<file path="src/rtl/stopwatch_ctrl.sv">
// Stopwatch sequencing controller: debounces the start/stop and clear buttons,
// runs the IDLE/RUN/PAUSE/FULL state machine, keeps an SS.hh BCD count and
// produces the free-running scan clock and the pause blink enable.
module stopwatch_ctrl #(
  parameter int TICK_DIV  = 1_000_000,
  parameter int SCAN_DIV  = 50_000,
  parameter int DEB_CNT   = 1_000_000,
  parameter int BLINK_DIV = 25_000_000
) (
  input  logic        clk,
  input  logic        rst,
  input  logic        btn_ss,
  input  logic        btn_clr,
  output logic [15:0] cntr,
  output logic        dispen,
  output logic        scan_clk,
  output logic        running,
  output logic        full
);

  localparam int TW = $clog2(TICK_DIV + 1);
  localparam int SW = $clog2(SCAN_DIV + 1);
  localparam int DW = $clog2(DEB_CNT + 1);
  localparam int BW = $clog2(BLINK_DIV + 1);

  localparam logic [TW-1:0] TICK_MAX  = TW'(TICK_DIV - 1);
  localparam logic [SW-1:0] SCAN_MAX  = SW'(SCAN_DIV - 1);
  localparam logic [DW-1:0] DEB_MAX   = DW'(DEB_CNT - 1);
  localparam logic [BW-1:0] BLINK_MAX = BW'(BLINK_DIV - 1);

  typedef enum logic [1:0] {S_IDLE, S_RUN, S_PAUSE, S_FULL} state_t;

  state_t        state, state_next;
  logic [15:0]   cntr_next;
  logic [TW-1:0] presc, presc_next;
  logic [SW-1:0] scan_cnt;
  logic [BW-1:0] blink_cnt;
  logic [1:0]    raw, sync1, sync2, deb, deb_d, pulse;
  logic [DW-1:0] deb_cnt [2];
  logic          ss_p, clr_p, tick;

  // Bit 0 carries start/stop, bit 1 carries clear.
  assign raw   = {btn_clr, btn_ss};
  assign ss_p  = pulse[0];
  assign clr_p = pulse[1];
  assign tick  = (state == S_RUN) && (presc == TICK_MAX);

  // Adds one hundredth; every digit rolls over 9 -> 0 and carries upward.
  function automatic logic [15:0] bcd_inc(input logic [15:0] v);
    logic [15:0] r;
    logic        carry;
    r     = v;
    carry = 1'b1;
    for (int d = 0; d < 4; d++) begin
      if (carry) begin
        if (r[d*4 +: 4] == 4'd9) begin
          r[d*4 +: 4] = 4'd0;
        end else begin
          r[d*4 +: 4] = r[d*4 +: 4] + 4'd1;
          carry       = 1'b0;
        end
      end
    end
    return r;
  endfunction

  // Synchronize both buttons, accept a level only after DEB_CNT differing cycles, pulse on accepted rises.
  always_ff @(posedge clk or posedge rst) begin
    if (rst) begin
      sync1 <= '0;
      sync2 <= '0;
      deb   <= '0;
      deb_d <= '0;
      pulse <= '0;
      for (int i = 0; i < 2; i++) deb_cnt[i] <= '0;
    end else begin
      sync1 <= raw;
      sync2 <= sync1;
      deb_d <= deb;
      pulse <= deb & ~deb_d;
      for (int i = 0; i < 2; i++) begin
        if (sync2[i] != deb[i]) begin
          if (deb_cnt[i] == DEB_MAX) begin
            deb[i]     <= sync2[i];
            deb_cnt[i] <= '0;
          end else begin
            deb_cnt[i] <= deb_cnt[i] + DW'(1);
          end
        end else begin
          deb_cnt[i] <= '0;
        end
      end
    end
  end

  // Next state, count and prescaler; clear overrides every other event.
  always_comb begin
    state_next = state;
    cntr_next  = cntr;
    presc_next = presc;
    if (clr_p) begin
      state_next = S_IDLE;
      cntr_next  = '0;
      presc_next = '0;
    end else begin
      case (state)
        S_IDLE:  if (ss_p) state_next = S_RUN;
        S_RUN: begin
          presc_next = tick ? '0 : presc + TW'(1);
          if (tick && (cntr == 16'h9999)) begin
            state_next = S_FULL;
          end else begin
            if (tick) cntr_next = bcd_inc(cntr);
            if (ss_p) state_next = S_PAUSE;
          end
        end
        S_PAUSE: if (ss_p) state_next = S_RUN;
        S_FULL:  state_next = S_FULL;
        default: state_next = S_IDLE;
      endcase
    end
  end

  // State, count and the registered status flags.
  always_ff @(posedge clk or posedge rst) begin
    if (rst) begin
      state   <= S_IDLE;
      cntr    <= '0;
      presc   <= '0;
      running <= 1'b0;
      full    <= 1'b0;
    end else begin
      state   <= state_next;
      cntr    <= cntr_next;
      presc   <= presc_next;
      running <= (state_next == S_RUN);
      full    <= (state_next == S_FULL);
    end
  end

  // Blink the display while staying in PAUSE; any other state keeps it lit.
  always_ff @(posedge clk or posedge rst) begin
    if (rst) begin
      blink_cnt <= '0;
      dispen    <= 1'b1;
    end else if ((state == S_PAUSE) && (state_next == S_PAUSE)) begin
      if (blink_cnt == BLINK_MAX) begin
        blink_cnt <= '0;
        dispen    <= ~dispen;
      end else begin
        blink_cnt <= blink_cnt + BW'(1);
      end
    end else begin
      blink_cnt <= '0;
      dispen    <= 1'b1;
    end
  end

  // Free-running scan clock, toggled every SCAN_DIV cycles.
  always_ff @(posedge clk or posedge rst) begin
    if (rst) begin
      scan_cnt <= '0;
      scan_clk <= 1'b0;
    end else if (scan_cnt == SCAN_MAX) begin
      scan_cnt <= '0;
      scan_clk <= ~scan_clk;
    end else begin
      scan_cnt <= scan_cnt + SW'(1);
    end
  end

endmodule

</file>
<file path="config.mk">
export PLATFORM = sky130hd
export DESIGN_NAME = stopwatch_ctrl
export DESIGN_NICKNAME = d
export VERILOG_FILES = /design/src/rtl/stopwatch_ctrl.sv
export SDC_FILE = /design/constraint.sdc
export NUM_CORES = 1
export LEC_CHECK = 0
export CORE_UTILIZATION = 61
export CTS_CLUSTER_SIZE = 16
export DETAILED_ROUTE_END_ITERATION = 10
export PLACE_DENSITY = 0.76
export SKIP_LAST_GASP = 1
export SYNTH_ARGS = -nofsm -noshare
export SYNTH_HDL_FRONTEND = slang
export SYNTH_SLANG_ARGS = --single-unit
</file>
<file path="constraint.sdc">
create_clock -name clk -period 4.8 [get_ports clk]
set_input_delay 0.96 -clock clk [delete_from_list [all_inputs] [get_ports clk]]
set_output_delay 0.96 -clock clk [all_outputs]
set_load 0.05 [all_outputs]
</file>
Yosys cells after proc, flatten, opt, wreduce, memory -nomap -nowiden
Index checks and enable logic that the tools add are counted.

cells by class
  add/sub/neg operators = 9
  multipliers = 0
  divide/modulo/power cells = 0
  order comparisons = 0
  equality and inequality tests = 20
  shifts and indexed selects = 0
  muxes and demuxes = 45
  bitwise logic cells = 4
  reductions and logical operators = 16

operators with widths
  operator               number
  $mux 20                7
  $mux 16                5
  $add 20x1->20 const B  3
  $eq 20x20->1 const B   3
  $mux 25                2
  $eq 16x16->1 const B   2
  $mux 4                 7
  $add 25x1->25 const B  1
  $eq 25x25->1 const B   1
  $mux 1                 19
  $add 16x1->16 const B  1
  $add 4x1->4 const B    4
  $eq 4x4->1 const B     4
  $reduce_and 4->1       3
  $reduce_bool 2->1      5
  $eq 2x2->1 const B     4
  $mux 2                 4
  $pmux 2 s3             1
  $eq 2x1->1 const B     2
  $reduce_and 2->1       2
  $logic_and 1x1->1      3
  $reduce_and 3->1       1
  $and 2x2->2            1
  $logic_not 2->1        1
  6 further kinds        8

storage, ports and cells
  register bits after elaboration = 133
  latch bits = 0
  memory bits (writable) = 0
  bits in read-only memories = 0
  input port bits = 4
  output and inout port bits = 20
  logic and storage cells = 114
  memories = 0

Logic depth before layout (Yosys ltp)
  depth in word-level cells = 21
  depth in mapped cells = 8
  gate-level depth less buffers = 7

Worst setup path after synthesis
Ideal clock, no wire load.

  path type = reg-to-reg
  from = reg cntr[8]
  to = reg cntr[15]
  library setup time = 0.078 ns
  arrival time = 2.028 ns
  required time = 4.722 ns
  slack = 2.694 ns
  cell stages (with the launch flop) = 7
  path buffers = 0
  period minus slack after synthesis = 2.106 ns
  cells stage by stage = dfrtp_1 > ha_1 > and3b_1 > nor3b_1 > nand4_2 > or3_1 > a21oi_1

on the way
  word-level cells in the longest chain between the ends = 9
  elaborated cells on any way between the ends = 12
  classes of those cells = eq/ne: 3; mux: 6; reduce/logical: 3

RTL lines
  what                                 RTL line  text
  start, declared                      14        output logic [15:0] cntr,
  start signal, assigned               134       cntr <= cntr_next;
  $eq 4x4->1                           56        if (r[d*4 +: 4] == 4'd9) begin
  $mux 1                               56
  $mux 1                               55        if (carry) begin
  $mux 1                               113       if (tick) cntr_next = bcd_inc(cntr);
  $mux 1                               110       if (tick && (cntr == 16'h9999)) begin
  $mux 1                               106       case (state)
  $mux 1                               101       if (clr_p) begin
  $reduce_bool 2->1 (no source line)   n/a
  $reduce_and 4->1 (no source line) *  n/a

Every way passes the cells marked *; elsewhere a longest branch is shown, timed or not. The select of a mux whose other input is x is not followed.
A chain may end at the register's enable or synchronous reset.

Worst setup path in the final report
  from = reg dispen
  to = out dispen

RTL lines
  what                    RTL line  text
  start, declared         15        output logic dispen,
  start signal, assigned  149       dispen <= ~dispen;

No word-level cell between the ends.

==> out/summary.log <==
INFO  clock_network  numCtsBuffers=17
INFO  clock_network  postCtsHoldBufs=0
INFO  clock_network  path_clk_slew=0.06ns
INFO  grt            antenna_found_initial=0
INFO  power          static-leakage-power=3.28nW
INFO  routing        wire_length_reported_by_the_detailed_router=12.2mm
INFO  clock_network  cts-htree-levels=4
INFO  outcome        run_status=finished, final reports clean
INFO  sta            max_freq=0.353GHz
INFO  critical_path  reg2reg_from=pulse[1]$_DFF_PP0_
INFO  sta            slew_headroom=0.330
INFO  sta            tightestPinTransition=0.996ns
INFO  critical_path  setup.worst_path.start_class=register
INFO  clock_network  cts_max_path_buffers=2
INFO  routing        detailroute.via_count=4705
INFO  floorplan      fp.dieH=105um
INFO  placed_design  quantity_of_i_o_buffers_inserted_on_ports=23
INFO  sta            hold_viol_final=0
INFO  cells_and_area mostFrequentLayoutCells=132 x sky130_fd_sc_hd__dfrtp_1, 109 x sky130_fd_sc_hd__nor2_1, 63 x sky130_fd_sc_hd__xor2_1
INFO  cells_and_area leading_cell_type_in_the_layout_fill_and_taps_excluded=sky130_fd_sc_hd__dfrtp_1
INFO  cells_and_area nNetsFinal=680
INFO  clock_network  clkLatencyLatePin=0.53ns
INFO  routing        detail_route.iter0.violations=279
INFO  critical_path  worst-path-buf-inv=1
INFO  critical_path  critical_path.reg2reg.endpoint=presc[15]$_DFFE_PP0P_
INFO  logic_synthesis synth.avg_cell_area=10.2squm
INFO  routing        wl_per_cell=15.0um
INFO  sta            fin_tns_setup=0ns
INFO  critical_path  timing.reg2reg.setup_slack=2.37ns
INFO  critical_path  worstSetupEndpointType=output port
INFO  critical_path  worst_path_max_delay_cell=sky130_fd_sc_hd__clkdlybuf4s50_1
INFO  logic_synthesis syn_inst=637
INFO  power          cellPowerDensity=340nW/um^2
INFO  cells_and_area drive_gt1_frac=0.0799
INFO  logic_synthesis yosys_register_bits=133
INFO  sta            skew=0.00997ns
INFO  grt            grt_first_pass_wirelength=21.3mm
INFO  sta            finalSetupViolCount=0
INFO  floorplan      core-area=10300squm
INFO  floorplan      design.die.area=11000squm
INFO  logic_synthesis synth.yosys.warnings=0
INFO  critical_path  critPathArrivalTime=1.87ns
INFO  grt            grt_overflow_total=0
INFO  critical_path  crit_family=buffers and inverters
INFO  sta            min_tclk_post_route=2.83ns
INFO  critical_path  worst-path-max-fanout=2
INFO  routing        first_pass_iters=4
INFO  clock_network  clkSinkCount=133
INFO  routing        vias_per_cell=5.79
INFO  floorplan      dieWidth=105um
INFO  critical_path  rr_worst_depth=5
INFO  grt            groute.usage.overall=0.245
INFO  grt            vias_in_the_first_global_route=4631
INFO  logic_synthesis synth_nets=654
INFO  floorplan      std_cell_rows=37
INFO  logic_synthesis share_of_the_yosys_chip_area_belonging_to_registers=0.515
INFO  critical_path  worst-endpoint-required=3.84ns
INFO  sta            final_max_slew_viol_count=0
INFO  logic_synthesis synth_enable_flop_cells=0
INFO  logic_synthesis netlist_area=6470squm
INFO  worst_hold_path holdCritPathClass=reg2reg
INFO  routing        antenna_violating_nets_post_route=0
INFO  cells_and_area insertedDiodeCount=0
INFO  critical_path  critPathMaxStageDelay=0.80ns
INFO  sta            fin_crit_share=0.590
INFO  cells_and_area flow.area_growth_from_synthesis=15.1%
INFO  routing        drcViolationCount=0
INFO  floorplan      pin_count=24
INFO  logic_synthesis yosys.cell_types.count=61
INFO  sta            setup_repair_after_global_routing_missed_its_margin=false
INFO  critical_path  critical_path.cell_chain=clkdlybuf4s50_1
INFO  run            max_cap_viol_count=0
INFO  clock_network  post_cts.resized_instances=0
INFO  clock_network  post-cts-setup-buffers=0
INFO  placed_design  post-dp-hpwl=7.85mm
INFO  critical_path  path_class=reg2out
INFO  clock_network  cts_tree=built
INFO  worst_hold_path worstHoldEndpoint=sync2[1]$_DFF_PP0_
INFO  logic_synthesis synth_ff_type=sky130_fd_sc_hd__dfrtp_1
INFO  worst_hold_path whs_path_depth=0
INFO  placed_design  gp_routability_congestion=0.811
INFO  clock_network  clock-root-buffer=sky130_fd_sc_hd__clkbuf_8
INFO  power          max-vdd-ir-drop=261uV
INFO  worst_hold_path worst_hold_startpoint=sync1[1]$_DFF_PP0_
INFO  logic_synthesis async_flop_share=1.00
INFO  power          post-layout-total-power=2.53mW
INFO  floorplan      start_util=0.629
INFO  grt            grt_start_max_net_pins=75
==> worst max path at each step <==
stage / start / slack, ns / cells past startpoint / endpoint
global placement: rst / 2.35 / 3 / dispen$_DFFE_PP1P_
floorplan: rst / 0.29 / 1 / blink_cnt[0]$_DFF_PP0_
CTS: dispen$_DFFE_PP1P_ / 1.95 / 1 / dispen
finish: dispen$_DFFE_PP1P_ / 1.97 / 1 / dispen
detailed placement: rst / 2.33 / 3 / dispen$_DFFE_PP1P_
global route: dispen$_DFFE_PP1P_ / 1.94 / 1 / dispen
==> worst reg2reg max path: stages (launching register included) <==
cell	delay [ns]
sky130_fd_sc_hd__dfrtp_1	0.96
sky130_fd_sc_hd__inv_1	0.29
sky130_fd_sc_hd__a2111oi_2	0.63
sky130_fd_sc_hd__nand4_1	0.19
sky130_fd_sc_hd__xor2_1	0.18
sky130_fd_sc_hd__nor2_1	0.06
==> Yosys cell counts, types with 12 or more instances <==
| cell type | number | area [sq um] |
|---|---|---|
| sky130_fd_sc_hd__a21oi_1 | 12 | 60.1 |
| sky130_fd_sc_hd__inv_1 | 14 | 52.6 |
| sky130_fd_sc_hd__dfrtp_1 | 132 | 3300 |
| sky130_fd_sc_hd__xnor2_1 | 31 | 272 |
| sky130_fd_sc_hd__xor2_1 | 63 | 552 |
| sky130_fd_sc_hd__nor4_1 | 13 | 81.3 |
| sky130_fd_sc_hd__and3_1 | 22 | 138 |
| sky130_fd_sc_hd__nor2_1 | 109 | 409 |
| sky130_fd_sc_hd__nand2_1 | 42 | 158 |
| sky130_fd_sc_hd__nand4_1 | 27 | 169 |
| sky130_fd_sc_hd__ha_1 | 13 | 163 |
| sky130_fd_sc_hd__nand3_1 | 42 | 210 |
==> cell families (layout without fill, tap and decap cells) <==
kind of cell,after synthesis,after routing,share of synthesized area
AOI/OAI and AO/OA,40,40,0.0402
xor gates and xnor gates,94,94,0.127
adders and majority gates,13,13,0.0252
buffers and inverters,31,70,0.0197
DFF,133,133,0.515
muxes,4,4,0.00677
and+or+nand+nor,322,322,0.266
==> stage by stage <==
step / cell area [sq um] / hold WS [ns] / instances / util / setup WS, ns
floorplan: 6470 / 0.331 / 637 / - / 0.287
finish: 7440 / 0.348 / 812 / 0.724 / 1.97
global placement: 6810 / 0.344 / 780 / 0.663 / 2.35
detailed placement: 6810 / 0.335 / 780 / 0.663 / 2.33
CTS: 7440 / 0.348 / 812 / 0.724 / 1.95
global route: 7440 / 0.368 / 812 / 0.724 / 1.94
==> routing by layer <==
| metal | vias up | wire, um | global-route usage |
|---|---|---|---|
| met2 | 95 | 5830 | 0.386 |
| met5 | - | 0 | 0 |
| li1 | 2263 | - | - |
| met3 | 23 | 399 | 0.0530 |
| met4 | 0 | 260 | 0.116 |
| met1 | 2324 | 5690 | 0.326 |
==> where the power goes <==
part           total [mW]  internal (mW)  switching, mW
sequential           1.13           1.13        0.00495
combinational      0.0392        0.00886         0.0303
clock                1.36          0.884          0.478
total                2.53           2.02          0.513
==> state kept, by name, indices dropped and copies added (netlist names) <==
register,count
sync1,2
deb,2
pulse,2
presc,20
dispen,1
deb_cnt,40
scan_cnt,16
scan_clk,1
state,2
blink_cnt,25
full,1
sync2,2
deb_d,2
running,1
cntr,16
==> area by class of cell <==
| class | count | area [sq um] |
|---|---|---|
| inverters | 14 | 55.1 |
| fillers | 768 | 2830 |
| flip-flops and latches | 133 | 3330 |
| repair buffers | 24 | 250 |
| clock buffers | 20 | 455 |
| multi-input cells | 473 | 3010 |
| clock inverters | 12 | 175 |
| well taps | 136 | 170 |
Power figures use the tool's default switching activity.
